**src/rtl/pipeline_hazard_controller.sv**
```systemverilog
// -----------------------------------------------------------------------------
// pipeline_hazard_controller
//
// Purpose:
//   Central hazard sequencer for the five-stage RV32I pipeline. It produces
//   the execute-stage forwarding selects and the stall/flush enables for every
//   pipeline register. A small FSM freezes the whole pipeline while the data
//   memory is not ready; a wait that lasts too long latches a sticky fatal
//   error. A saturating counter records how many cycles fetch was stalled.
//
// Parameters:
//   DATA_WIDTH  width of StallCycles_o
//   MAX_WAIT    consecutive not-ready memory cycles before timeout (2..255)
//
// Ports:
//   clk            clock, all state updates on the rising edge
//   rst_n          synchronous active-low reset
//   Rs1D_i/Rs2D_i  decode-stage source registers
//   Rs1E_i/Rs2E_i  execute-stage source registers
//   RdE_i          execute-stage destination register
//   ResultsSrcE_i  execute-stage result select (2'b01 = load)
//   PCSrcE_i       branch/jump taken, resolved in execute
//   RdM_i          memory-stage destination register
//   RegWriteM_i    memory-stage register write enable
//   MemReqM_i      memory stage performs a load/store this cycle
//   MemReady_i     data memory completes the access this cycle
//   RdW_i          writeback-stage destination register
//   RegWriteW_i    writeback-stage register write enable
//   ForwardAE_o    execute operand A select (00 regfile, 01 WB, 10 MEM)
//   ForwardBE_o    execute operand B select (00 regfile, 01 WB, 10 MEM)
//   StallF_o..StallM_o  hold PC / decode / execute / execute-to-memory reg
//   FlushD_o/FlushE_o/FlushW_o  bubble into decode / execute / writeback
//   MemTimeout_o   sticky memory timeout error
//   StallCycles_o  saturating count of cycles with StallF_o asserted
// -----------------------------------------------------------------------------
module pipeline_hazard_controller #(
   parameter int DATA_WIDTH = 32,
   parameter int MAX_WAIT   = 16
) (
   input  logic                  clk,
   input  logic                  rst_n,
   input  logic [4:0]            Rs1D_i,
   input  logic [4:0]            Rs2D_i,
   input  logic [4:0]            Rs1E_i,
   input  logic [4:0]            Rs2E_i,
   input  logic [4:0]            RdE_i,
   input  logic [1:0]            ResultsSrcE_i,
   input  logic                  PCSrcE_i,
   input  logic [4:0]            RdM_i,
   input  logic                  RegWriteM_i,
   input  logic                  MemReqM_i,
   input  logic                  MemReady_i,
   input  logic [4:0]            RdW_i,
   input  logic                  RegWriteW_i,
   output logic [1:0]            ForwardAE_o,
   output logic [1:0]            ForwardBE_o,
   output logic                  StallF_o,
   output logic                  StallD_o,
   output logic                  StallE_o,
   output logic                  StallM_o,
   output logic                  FlushD_o,
   output logic                  FlushE_o,
   output logic                  FlushW_o,
   output logic                  MemTimeout_o,
   output logic [DATA_WIDTH-1:0] StallCycles_o
);

   typedef enum logic [1:0] {
      ST_RUN   = 2'd0,
      ST_WAIT  = 2'd1,
      ST_ERROR = 2'd2
   } state_t;

   // Last legal wait count; reaching it while still not ready is a timeout.
   localparam logic [7:0] WAIT_LAST = 8'(MAX_WAIT - 1);

   state_t                state_q;
   logic [7:0]            wait_cnt_q;
   logic                  timeout_q;
   logic [DATA_WIDTH-1:0] stall_cycles_q;
   logic [DATA_WIDTH-1:0] stall_cycles_d;

   logic                  mem_not_ready;
   logic                  mem_stall;
   logic                  load_use;

   // ------------------------------------------------------------------
   // Forwarding: one identical mux per execute operand. The memory stage
   // holds the younger result, so it wins over writeback.
   // ------------------------------------------------------------------
   logic [9:0] rs_e;
   logic [3:0] fwd_sel;

   assign rs_e = {Rs2E_i, Rs1E_i};

   for (genvar gi = 0; gi < 2; gi++) begin : g_fwd
      logic [4:0] rs;
      logic       hit_m;
      logic       hit_w;

      assign rs    = rs_e[gi*5 +: 5];
      assign hit_m = RegWriteM_i && (RdM_i != 5'd0) && (RdM_i == rs);
      assign hit_w = RegWriteW_i && (RdW_i != 5'd0) && (RdW_i == rs);

      assign fwd_sel[gi*2 +: 2] = !rst_n ? 2'b00 :
                                  hit_m  ? 2'b10 :
                                  hit_w  ? 2'b01 : 2'b00;
   end

   assign ForwardAE_o = fwd_sel[1:0];
   assign ForwardBE_o = fwd_sel[3:2];

   // ------------------------------------------------------------------
   // Hazard detection
   // ------------------------------------------------------------------
   assign mem_not_ready = MemReqM_i && !MemReady_i;
   // ERROR keeps the pipeline frozen regardless of the memory handshake.
   assign mem_stall     = mem_not_ready || (state_q == ST_ERROR);
   assign load_use      = (ResultsSrcE_i == 2'b01) && (RdE_i != 5'd0) &&
                          ((RdE_i == Rs1D_i) || (RdE_i == Rs2D_i));

   // ------------------------------------------------------------------
   // Stall / flush priority. A memory stall defers any branch flush or
   // load-use stall: the frozen pipeline keeps presenting those inputs, so
   // they are acted on once the access completes. A taken branch beats a
   // load-use because the dependent instruction is discarded anyway.
   // ------------------------------------------------------------------
   always_comb begin
      StallF_o = 1'b0;
      StallD_o = 1'b0;
      StallE_o = 1'b0;
      StallM_o = 1'b0;
      FlushD_o = 1'b0;
      FlushE_o = 1'b0;
      FlushW_o = 1'b0;
      if (!rst_n) begin
         FlushD_o = 1'b1;
         FlushE_o = 1'b1;
         FlushW_o = 1'b1;
      end else if (mem_stall) begin
         StallF_o = 1'b1;
         StallD_o = 1'b1;
         StallE_o = 1'b1;
         StallM_o = 1'b1;
         // Writeback would otherwise retire the stalled memory op repeatedly.
         FlushW_o = 1'b1;
      end else if (PCSrcE_i) begin
         FlushD_o = 1'b1;
         FlushE_o = 1'b1;
      end else if (load_use) begin
         StallF_o = 1'b1;
         StallD_o = 1'b1;
         FlushE_o = 1'b1;
      end
   end

   // ------------------------------------------------------------------
   // Memory-wait FSM. The RUN->WAIT cycle already counts as the first
   // not-ready cycle, so the counter is loaded with 1 on entry; a timeout
   // then fires after exactly MAX_WAIT consecutive not-ready cycles.
   // ------------------------------------------------------------------
   always_ff @(posedge clk) begin
      if (!rst_n) begin
         state_q    <= ST_RUN;
         wait_cnt_q <= 8'd0;
         timeout_q  <= 1'b0;
      end else begin
         case (state_q)
            ST_RUN: begin
               if (mem_not_ready) begin
                  state_q    <= ST_WAIT;
                  wait_cnt_q <= 8'd1;
               end else begin
                  wait_cnt_q <= 8'd0;
               end
            end
            ST_WAIT: begin
               // Ready on the timeout cycle still completes the access.
               if (MemReady_i) begin
                  state_q    <= ST_RUN;
                  wait_cnt_q <= 8'd0;
               end else if (wait_cnt_q == WAIT_LAST) begin
                  state_q   <= ST_ERROR;
                  timeout_q <= 1'b1;
               end else begin
                  wait_cnt_q <= wait_cnt_q + 8'd1;
               end
            end
            ST_ERROR: begin
               // Absorbing; only reset leaves this state.
               state_q   <= ST_ERROR;
               timeout_q <= 1'b1;
            end
            default: begin
               state_q    <= ST_RUN;
               wait_cnt_q <= 8'd0;
            end
         endcase
      end
   end

   assign MemTimeout_o = timeout_q;

   // ------------------------------------------------------------------
   // Saturating stall-cycle counter
   // ------------------------------------------------------------------
   always_comb begin
      stall_cycles_d = stall_cycles_q;
      if (StallF_o && (stall_cycles_q != {DATA_WIDTH{1'b1}})) begin
         stall_cycles_d = stall_cycles_q + 1'b1;
      end
   end

   always_ff @(posedge clk) begin
      if (!rst_n) begin
         stall_cycles_q <= '0;
      end else begin
         stall_cycles_q <= stall_cycles_d;
      end
   end

   assign StallCycles_o = stall_cycles_q;

endmodule

```
**config.mk**
```make
export PLATFORM = sky130hd
export DESIGN_NAME = pipeline_hazard_controller
export DESIGN_NICKNAME = d
export VERILOG_FILES = /design/src/rtl/pipeline_hazard_controller.sv
export SDC_FILE = /design/constraint.sdc
export NUM_CORES = 1
export LEC_CHECK = 0
export ABC_CLOCK_PERIOD_IN_PS = 2000
export CAP_MARGIN = 10
export CORE_MARGIN = 2
export CORE_UTILIZATION = 42
export CTS_CLUSTER_SIZE = 24
export DETAILED_ROUTE_END_ITERATION = 12
export GPL_ROUTABILITY_DRIVEN = 0
export PLACE_DENSITY = 0.75
export SLEW_MARGIN = 15
export SYNTH_ARGS = -nofsm -noshare
export SYNTH_HDL_FRONTEND = slang
export SYNTH_SLANG_ARGS = --single-unit
```
**constraint.sdc**
```tcl
create_clock -name clk -period 2 [get_ports clk]
set_input_delay 0.4 -clock clk [delete_from_list [all_inputs] [get_ports clk]]
set_output_delay 0.4 -clock clk [all_outputs]
set_load 0.01 [all_outputs]
```
==> flow_summary.yaml, run 1 <==
outcome:
  status: "complete, but fails checks"
  violations: "negative setup slack"
floorplanning:
  io_pins: 88
  coreArea_um2: 5991
  die_area_um2: 6914
  start_util_pct: 43.92
  die_x_um: 83.15
  die_y_um: 83.15
  rows: 28
pwr:
  intPower_mw: 1.431
  p_per_area_nw_per_um2: 417.2
  p_clk_share_pct: 36.1
  p_sw_uw: 494.6
  vdd_ir_drop_max_mv: 0.4165
  seqPwrFrac_pct: 44.6
  p_sw_share_pct: 25.68
  leakage_nw: 1.854
  combPwrFrac_pct: 19.3
cts:
  cts.sinks: 43
  cts_max_path_buffers: 2
  h-tree-depth: 2
  cts_tree: "yes"
  clockRootBuffer: "clkbuf_8"
  clkLatencyLatePin_ns: 0.30
  cts-hold-fix-buffers: 0
  numCtsBuffers: 5
  path_clk_slew_ns: 0.08
placed_design:
  dp_hpwl_um: 6008
  dp.cells: 538
  io_buffers: 87
  pre_cts_slack_ns: -1.002
grt:
  antenna_found_initial: 0
  grt_usage_pct: 24.01
  grt_pass1_wl_um: 13910
  first_global_vias: 3113
  grt_overflow: 0
  grt_max_degree: 33
logic_synthesis:
  synthAdderAreaFrac_pct: 0.9510
  avgSynthCellArea_um2: 8.301
  synth-edff-count: 0
  yosysWarnings: 0
  synth_xor_area_share_pct: 12.65
  ys.flop_type: "dfxtp_1"
  netlist_area_um2: 2631
  synth_seq_area_share_pct: 32.72
  ys_ff_latch: 43
  synth_cell_types: 42
  synth_top_family_by_area: "simple AND/OR/NAND/NOR gates"
  async_flop_share_pct: 0
  synth.area.mux_share_pct: 1.902
  synth_top_area_share_pct: 32.72
  synthTopCellsByArea: "dfxtp_1, xnor2_1, xor2_1"
  synth_nets: 363
  synthSimpleGateAreaFrac_pct: 30.43
  syn_inst: 317
  synth_compound_area_share_pct: 17.93
  synth_top_cell_by_area: "dfxtp_1"
worst_setup_path:
  cp.required_ns: 1.60
  crit_fanout: 2
  critPathArrivalTime_ns: 1.73
  critPathLaunchType: "input port"
  path_cells: "buf_6 -> buf_6 -> xor2_1 -> or4_1 -> nor4_2 -> buf_2"
  crit_path_top_delay_cell: "or4_1"
  critical_path_buf_inv_count: 3
  cp-end-kind: "output port"
  critPathMaxStageDelay_ns: 0.53
  critPathTopFamily: "simple AND/OR/NAND/NOR gates"
  crit_path_frequent_cell: "buf_6"
  critPathKind: "in -> out"
cells_and_area:
  final_nets: 543
  area_growth_pct: 75.46
  drive_above_1_share_pct: 37.95
  stdcell_count: 573
  antenna_cells: 0
  post-route-util_pct: 77.07
timing:
  fin_ws_ns: -0.1348
  timing.hold.ws_ns: 0.4692
  final.period_utilization_pct: 106.7
  slew_viol_final: 0
  fmax_ghz: 0.4684
  tns_ns: -0.5560
  rsz0062_at_grt: "yes"
  finalClockSkew_ns: 0.01239
  relSlewSlack_pct: 65.20
  worstMarginPinSlew_ns: 0.5165
  hold_viol: 0
  fin_crit_ns: 2.135
  setup_viol_count_final: 7
routing:
  finalWirelength_um: 8952
  via_count: 3129
  avgRoutedWirePerCell_um: 15.62
  dr.pass1.iters: 5
  viasPerCell: 5.461
  drc: 0
  drt-initial-drc-count: 135
  ant_nets: 0
run:
  cap_violations: 0
min_path:
  hold_class: "reg -> reg"
## worst paths after layout
check / from / endpoint / slack, ns / depth (start not counted)
worst min register to register: MemTimeout_o$_SDFFE_PN0P_ / MemTimeout_o$_SDFFE_PN0P_ / 0.47 / 2
worst max-delay path: RdW_i[3] / ForwardBE_o[0] / -0.13 / 6
worst min-delay path: MemTimeout_o$_SDFFE_PN0P_ / MemTimeout_o$_SDFFE_PN0P_ / 0.47 / 2
worst max register to register: state_q[0]$_SDFFE_PN0P_ / StallCycles_o[26]$_SDFFE_PN0P_ / -0.08 / 9
## Yosys cell counts (2+ instances only)
master,count
a21boi_0,13
a21boi_1,3
a21oi_1,5
and2_1,9
and3_1,4
and4_1,5
buf_2,3
buf_4,4
clkbuf_1,7
dfxtp_1,43
ha_1,2
inv_1,5
mux2i_1,5
nand2_1,29
nand2b_1,8
nand3_1,17
nand4_1,17
nor2_1,16
nor2b_1,5
nor3_1,8
nor4_1,7
o211ai_1,5
o21a_1,5
o21ai_0,8
o311ai_0,3
o31ai_1,12
o41ai_1,3
or3_1,6
or4_1,11
xnor2_1,22
xor2_1,16
## routing by layer
metal	vias up	track usage, %	routed length, um	share of wire, %
li1	1540	-	-	-
met1	1469	26.26	3570	40
met2	100	45.38	4735	53
met3	20	4.970	429	4.8
met4	0	8.346	216	2.4
met5	-	0	0	0
## sequential cells by signal (all words and copies together) (netlist names)
signal,count
wait_cnt_q,8
StallCycles_o,32
MemTimeout_o,1
state_q,2
## placed cells by master, fill, tap and decap left out, drive strengths merged, types with 3 or more instances in the layout
master and count:
and4 5, nand3 17, o211ai 5, nand4 18, nand2 29, dfxtp 43, mux2i 5, nor4 7
clkbuf 21, o311ai 3, inv 5, a21oi 5, or4 11, dlygate4sd2 13, o41ai 3, o21a 5
clkdlybuf4s15 7, buf 113, nand2b 8, xor2 16, or3 6, clkdlybuf4s50 36, o31ai 12, xnor2 22
and2 9, nor2 16, o21ai 9, a21boi 16, nor3 9, and3 4, nor2b 5
## area by class of cell
| class | instances | area, um2 |
|---|---|---|
| clock buffers | 5 | 68.82 |
| clock inverters | 3 | 43.79 |
| inverters | 5 | 18.77 |
| fillers | 408 | 1374 |
| repair buffers | 187 | 1562 |
| multi-input cells | 255 | 1948 |
| well taps | 75 | 93.84 |
| flip-flops and latches | 43 | 882.1 |
## through the flow
| stage | power (mW) | cell area [um2] |
|---|---|---|
| after floorplan | 0.9975 | 2649 |
| after global placement | 1.176 | 4090 |
| after detailed placement | 1.184 | 4090 |
| after CTS | 1.876 | 4383 |
| after global routing | 2.002 | 4617 |
| final | 1.926 | 4617 |
## power by group through the flow
stage | combinational, mW | sequential, mW | clock, mW
after detailed placement | 0.303 | 0.881 | 0
after CTS | 0.315 | 0.861 | 0.700
after global routing | 0.396 | 0.860 | 0.746
after floorplan | 0.116 | 0.882 | 0
after global placement | 0.295 | 0.881 | 0
final | 0.372 | 0.859 | 0.695
## logic make-up after synthesis
group | count (synthesis)
flip-flops | 43
multiplexers | 5
AO/OA/AOI/OAI | 65
AND/OR/NAND/NOR | 145
adder cells (fa/ha/maj) | 2
XOR/XNOR | 38
buffers and inverters | 19
## tightest hold or removal path, stage by stage, from the launching register on
cell	delay (ns)
dfxtp_1	0.32
inv_1	0.05
a21boi_0	0.06
## timing repair
| action | in CTS | in global routing |
|---|---|---|
| gates cloned | 0 | 1 |
| buffers inserted | 13 | 15 |
| pin swaps | 34 | 39 |
| resized for setup | 128 | 84 |
| setup endpoints to repair | 38 | 36 |
Note: power is estimated with default switching activity, not from simulation.
==> run 2: changes to the inputs <==
CORE_MARGIN = 8   (was 2)
==> run 2 against run 1 <==
The flow still finishes with violations (negative setup slack). Largest power group unchanged. Sequential cell count did not move. Worst setup slack got worse by 0.014 ns. Clock power fell by 22%.
==> flow_summary.yaml, run 2 (synthesis gave the netlist of run 1 again) <==
floorplanning:
  die_area_um2: 9054
  die_x_um: 95.15
  rows: 29
  start_util_pct: 42.41
  io_pins: 88
  die_y_um: 95.15
  coreArea_um2: 6205
worst_setup_path:
  cp.required_ns: 1.60
  critPathLaunchType: "input port"
  crit_fanout: 2
  critPathTopFamily: "simple AND/OR/NAND/NOR gates"
  crit_path_top_delay_cell: "or4_4"
  cp-end-kind: "output port"
  critical_path_buf_inv_count: 3
  critPathMaxStageDelay_ns: 0.53
  critPathKind: "in -> out"
  path_cells: "buf_6 -> or4_4 -> o21ai_4 -> buf_4 -> nor4_4 -> nor3_2 -> buf_2"
  critPathArrivalTime_ns: 1.75
timing:
  finalClockSkew_ns: 0.007641
  worstMarginPinSlew_ns: 0.3854
  rsz0062_at_grt: "yes"
  setup_viol_count_final: 6
  slew_viol_final: 0
  hold_viol: 0
  final.period_utilization_pct: 107.4
  fin_crit_ns: 2.149
  fin_ws_ns: -0.1487
  fmax_ghz: 0.4654
  relSlewSlack_pct: 74.07
cts:
  cts-hold-fix-buffers: 0
  cts_tree: "yes"
  cts_max_path_buffers: 2
  h-tree-depth: 2
  clkLatencyLatePin_ns: 0.29
  cts.sinks: 43
  path_clk_slew_ns: 0.08
  numCtsBuffers: 5
  clockRootBuffer: "clkbuf_8"
cells_and_area:
  antenna_cells: 0
  fill_cells: 481
  stdcell_count: 556
  final_common_cell: "buf_4"
  largest_reg_flops: 32
  layout_common_cells: "buf_4, clkdlybuf4s50_1, dfxtp_1"
  post-route-util_pct: 71.06
  final_nets: 524
  area_growth_pct: 67.57
  drive_above_1_share_pct: 35.07
min_path:
  hold_class: "reg -> reg"
pwr:
  vdd_ir_drop_max_mv: 0.2973
  power_mw: 1.743
  p_per_area_nw_per_um2: 395.2
  leakage_nw: 1.723
routing:
  avgRoutedWirePerCell_um: 16.07
  via_count: 3092
  ant_nets: 0
  drc: 0
  finalWirelength_um: 8936
  drt-initial-drc-count: 138
  viasPerCell: 5.561
  dr.pass1.iters: 4
grt:
  grt_pass1_wl_um: 13800
  grt_overflow: 0
  grt_max_degree: 30
  grt_usage_pct: 18.54
  first_global_vias: 3137
  antenna_found_initial: 0
placed_design:
  io_buffers: 87
  dp.cells: 533
  dp_hpwl_um: 6438
run:
  cap_violations: 0
outcome:
  status: "complete, but fails checks"
  violations: "negative setup slack"
-- run 2: path summary, 6_finish.rpt --
check	start	endpoint	slack, ns	cells after the start
hold reg to reg	MemTimeout_o$_SDFFE_PN0P_	MemTimeout_o$_SDFFE_PN0P_	0.47	2
setup reg to reg	state_q[0]$_SDFFE_PN0P_	StallCycles_o[26]$_SDFFE_PN0P_	-0.08	9
setup / recovery	RdM_i[4]	ForwardAE_o[0]	-0.15	7
hold / removal	MemTimeout_o$_SDFFE_PN0P_	MemTimeout_o$_SDFFE_PN0P_	0.47	2
-- run 2: metal layers --
metal	routed length, um	GRT usage [%]	vias up
li1	-	-	1495
met1	3633	20.74	1485
met2	4644	33.89	104
met3	575	4.646	8
met4	82	4.941	0
met5	0	0	-
-- run 2: power breakdown --
group	switching [mW]	total, mW	internal, mW
logic	0.161	0.342	0.180
clock network	0.294	0.540	0.246
registers	0.00319	0.860	0.857
-- run 2: stage by stage --
step	hold WS, ns	area [um2]	setup TNS (ns)	setup slack (ns)
global route	0.5212	4409	-1.255	-0.1711
floorplan	0.4493	2649	-0.03937	-0.02058
finish	0.4659	4409	-0.5189	-0.1487
global placement	0.4479	4040	-22.71	-0.9554
CTS	0.4720	4263	-0.2226	-0.1190
detailed placement	0.4604	4040	-24.33	-0.9519
-- run 2: area by class of cell --
type | instances | area (um2) | share of cell area [%]
Clock buffer | 7 | 76.32 | 1.731
Clock inverter | 1 | 5.005 | 0.1135
Inverter | 5 | 18.77 | 0.4257
Multi-Input combinational cell | 255 | 1968 | 44.64
Sequential cell | 43 | 872.1 | 19.78
Tap cell | 77 | 96.34 | 2.185
Timing Repair Buffer | 168 | 1373 | 31.13
-- run 2: worst register-to-register path: stages (launching register included) --
cell,delay (ns)
dfxtp_2,0.32
and2b_1,0.21
o21ai_2,0.07
buf_4,0.14
o221ai_4,0.06
buf_6,0.15
buf_6,0.09
nand4_1,0.21
or4_4,0.60
a21boi_1,0.16
-- run 2: repair_timing --
action	CTS	global route
setup endpoints to repair	40	28
gates cloned	1	0
resized for setup	158	50
buffers inserted	9	7
pin swaps	35	37
==> run 3: changes to the inputs <==
RECOVER_POWER = 100   (was default)
==> run 3 against run 2 <==
The flow still finishes with violations (negative setup slack). Global-route usage unchanged. Routed wire length about the same. Combinational power decreased by 2%. First-iteration DRC count decreased by 2.2%. Via count decreased by 0.16%. Non-clock buffer count unchanged. Register-to-register slack improved by 0.02 ns. Worst hold slack got worse by 0.0032 ns. Die area unchanged. Clock skew increased by 0.00060 ns. Design area decreased by 1.1%. Highest routed layer unchanged.
==> flow_summary.yaml, run 3 (synthesis gave the netlist of run 1 again) <==
outcome:
  status: "complete, but fails checks"
  violations: "negative setup slack"
worst_setup_path:
  cp-endpoint: "ForwardAE_o[0]"
  r2r_slack_ns: -0.06
  critPathArrivalTime_ns: 1.75
  critPathLaunchType: "input port"
  crit_path_top_delay_cell: "or4_4"
  cp_num_cells: 7
  critPathMaxStageDelay_ns: 0.53
  cp-end-kind: "output port"
  critPathTopFamily: "simple AND/OR/NAND/NOR gates"
  critical_path_buf_inv_count: 3
  r2r-start: "state_q[0]$_SDFFE_PN0P_"
  critPathKind: "in -> out"
  crit_fanout: 2
  cp.required_ns: 1.60
  rr_endpoint: "StallCycles_o[26]$_SDFFE_PN0P_"
  reg2reg_depth: 9
  cp-startpoint: "RdM_i[4]"
  path_cells: "buf_6 -> or4_4 -> o21ai_4 -> buf_4 -> nor4_4 -> nor3_2 -> buf_2"
timing:
  fin_crit_ns: 2.148
  finalClockSkew_ns: 0.008243
  fin_ws_ns: -0.1481
  setup_viol_count_final: 9
  timing.hold.ws_ns: 0.4627
  hold_viol: 0
  worstMarginPinSlew_ns: 0.3771
  tns_ns: -0.6170
  final.period_utilization_pct: 107.4
  rsz0062_at_grt: "yes"
  fmax_ghz: 0.4655
  relSlewSlack_pct: 74.63
  slew_viol_final: 0
grt:
  grt_pass1_wl_um: 13800
  first_global_vias: 3137
  antenna_found_initial: 0
  grt_usage_pct: 18.54
  grt_max_degree: 30
  grt_overflow: 0
floorplanning:
  start_util_pct: 42.41
  rows: 29
  io_pins: 88
  die_y_um: 95.15
  coreArea_um2: 6205
  die_x_um: 95.15
  die_area_um2: 9054
cts:
  clockRootBuffer: "clkbuf_8"
  path_clk_slew_ns: 0.08
  h-tree-depth: 2
  cts_tree: "yes"
  cts_max_path_buffers: 2
  cts.sinks: 43
  numCtsBuffers: 5
  clkLatencyLatePin_ns: 0.29
cells_and_area:
  stdcell_area_um2: 4363
  final_nets: 524
  final_common_cell: "buf_4"
  area_growth_pct: 65.81
  largest_reg_flops: 32
  stdcell_count: 556
  antenna_cells: 0
  drive_above_1_share_pct: 33.61
  post-route-util_pct: 70.32
  layout_common_cells: "buf_4, dfxtp_1, dlygate4sd3_1"
placed_design:
  dp_hpwl_um: 6438
  dp.cells: 533
  pre_cts_slack_ns: -0.9519
  placed_area_um2: 4040
  io_buffers: 87
routing:
  finalWirelength_um: 8940
  viasPerCell: 5.552
  via_count: 3087
  drc: 0
  dr.pass1.iters: 5
  ant_nets: 0
  avgRoutedWirePerCell_um: 16.08
  drt-initial-drc-count: 135
pwr:
  leakage_nw: 1.815
  p_per_area_nw_per_um2: 398.4
  power_mw: 1.738
  vdd_ir_drop_max_mv: 0.3010
run:
  cap_violations: 0
min_path:
  hold_class: "reg -> reg"
run 3: cell count changes in the layout (fill, tap and decap cells not counted), moves of 2 or more:
cell | previous run | this run
buf_6 | 11 | 9
buf_4 | 71 | 66
clkbuf_1 | 2 | 7
dlygate4sd3_1 | 0 | 33
clkdlybuf4s50_1 | 37 | 4
clkbuf_2 | 8 | 10
run 3: final cells by class:
class                           instances  area, um2
Multi-Input combinational cell        255       1954
Fill cell                             498       1842
Timing Repair Buffer                  168       1341
Sequential cell                        43      870.8
Tap cell                               77      96.34
Clock buffer                            7      76.32
Inverter                                5      18.77
Clock inverter                          1      5.005
run 3: metal layers:
| metal | up-vias | part of all wire [%] | GRT usage [%] |
|---|---|---|---|
| li1 | 1494 | - | - |
| met1 | 1476 | 40 | 20.74 |
| met2 | 108 | 52 | 33.89 |
| met3 | 9 | 6.6 | 4.646 |
| met4 | 0 | 1.0 | 4.941 |
| met5 | - | 0 | 0 |
run 3: worst min-delay path by stage:
stage                               startpoint                    endpoint  slack, ns  cells after the start
detailed placement   MemTimeout_o$_SDFFE_PN0P_   MemTimeout_o$_SDFFE_PN0P_       0.46                      2
floorplan           wait_cnt_q[6]$_SDFFE_PN0P_  wait_cnt_q[6]$_SDFFE_PN0P_       0.45                      1
CTS                  MemTimeout_o$_SDFFE_PN0P_   MemTimeout_o$_SDFFE_PN0P_       0.47                      2
finish               MemTimeout_o$_SDFFE_PN0P_   MemTimeout_o$_SDFFE_PN0P_       0.46                      2
global route         MemTimeout_o$_SDFFE_PN0P_   MemTimeout_o$_SDFFE_PN0P_       0.52                      2
global placement     MemTimeout_o$_SDFFE_PN0P_   MemTimeout_o$_SDFFE_PN0P_       0.45                      2
run 3: repair_timing:
item,CTS,global route
hold buffers,0,0
buffers inserted,9,7
gates resized for setup,158,50
cloned,1,0
endpoints found under the hold margin,0,0
pin swaps,35,37
endpoints found under the setup margin,40,28
run 3: report_power, final:
| group | internal [mW] | switching (mW) |
|---|---|---|
| logic | 0.177 | 0.160 |
| clock network | 0.246 | 0.296 |
| registers | 0.857 | 0.00320 |
run 3: worst min-delay path, stage by stage, from the launching register on:
cell	delay [ns]
dfxtp_1	0.32
inv_1	0.04
a21boi_0	0.06
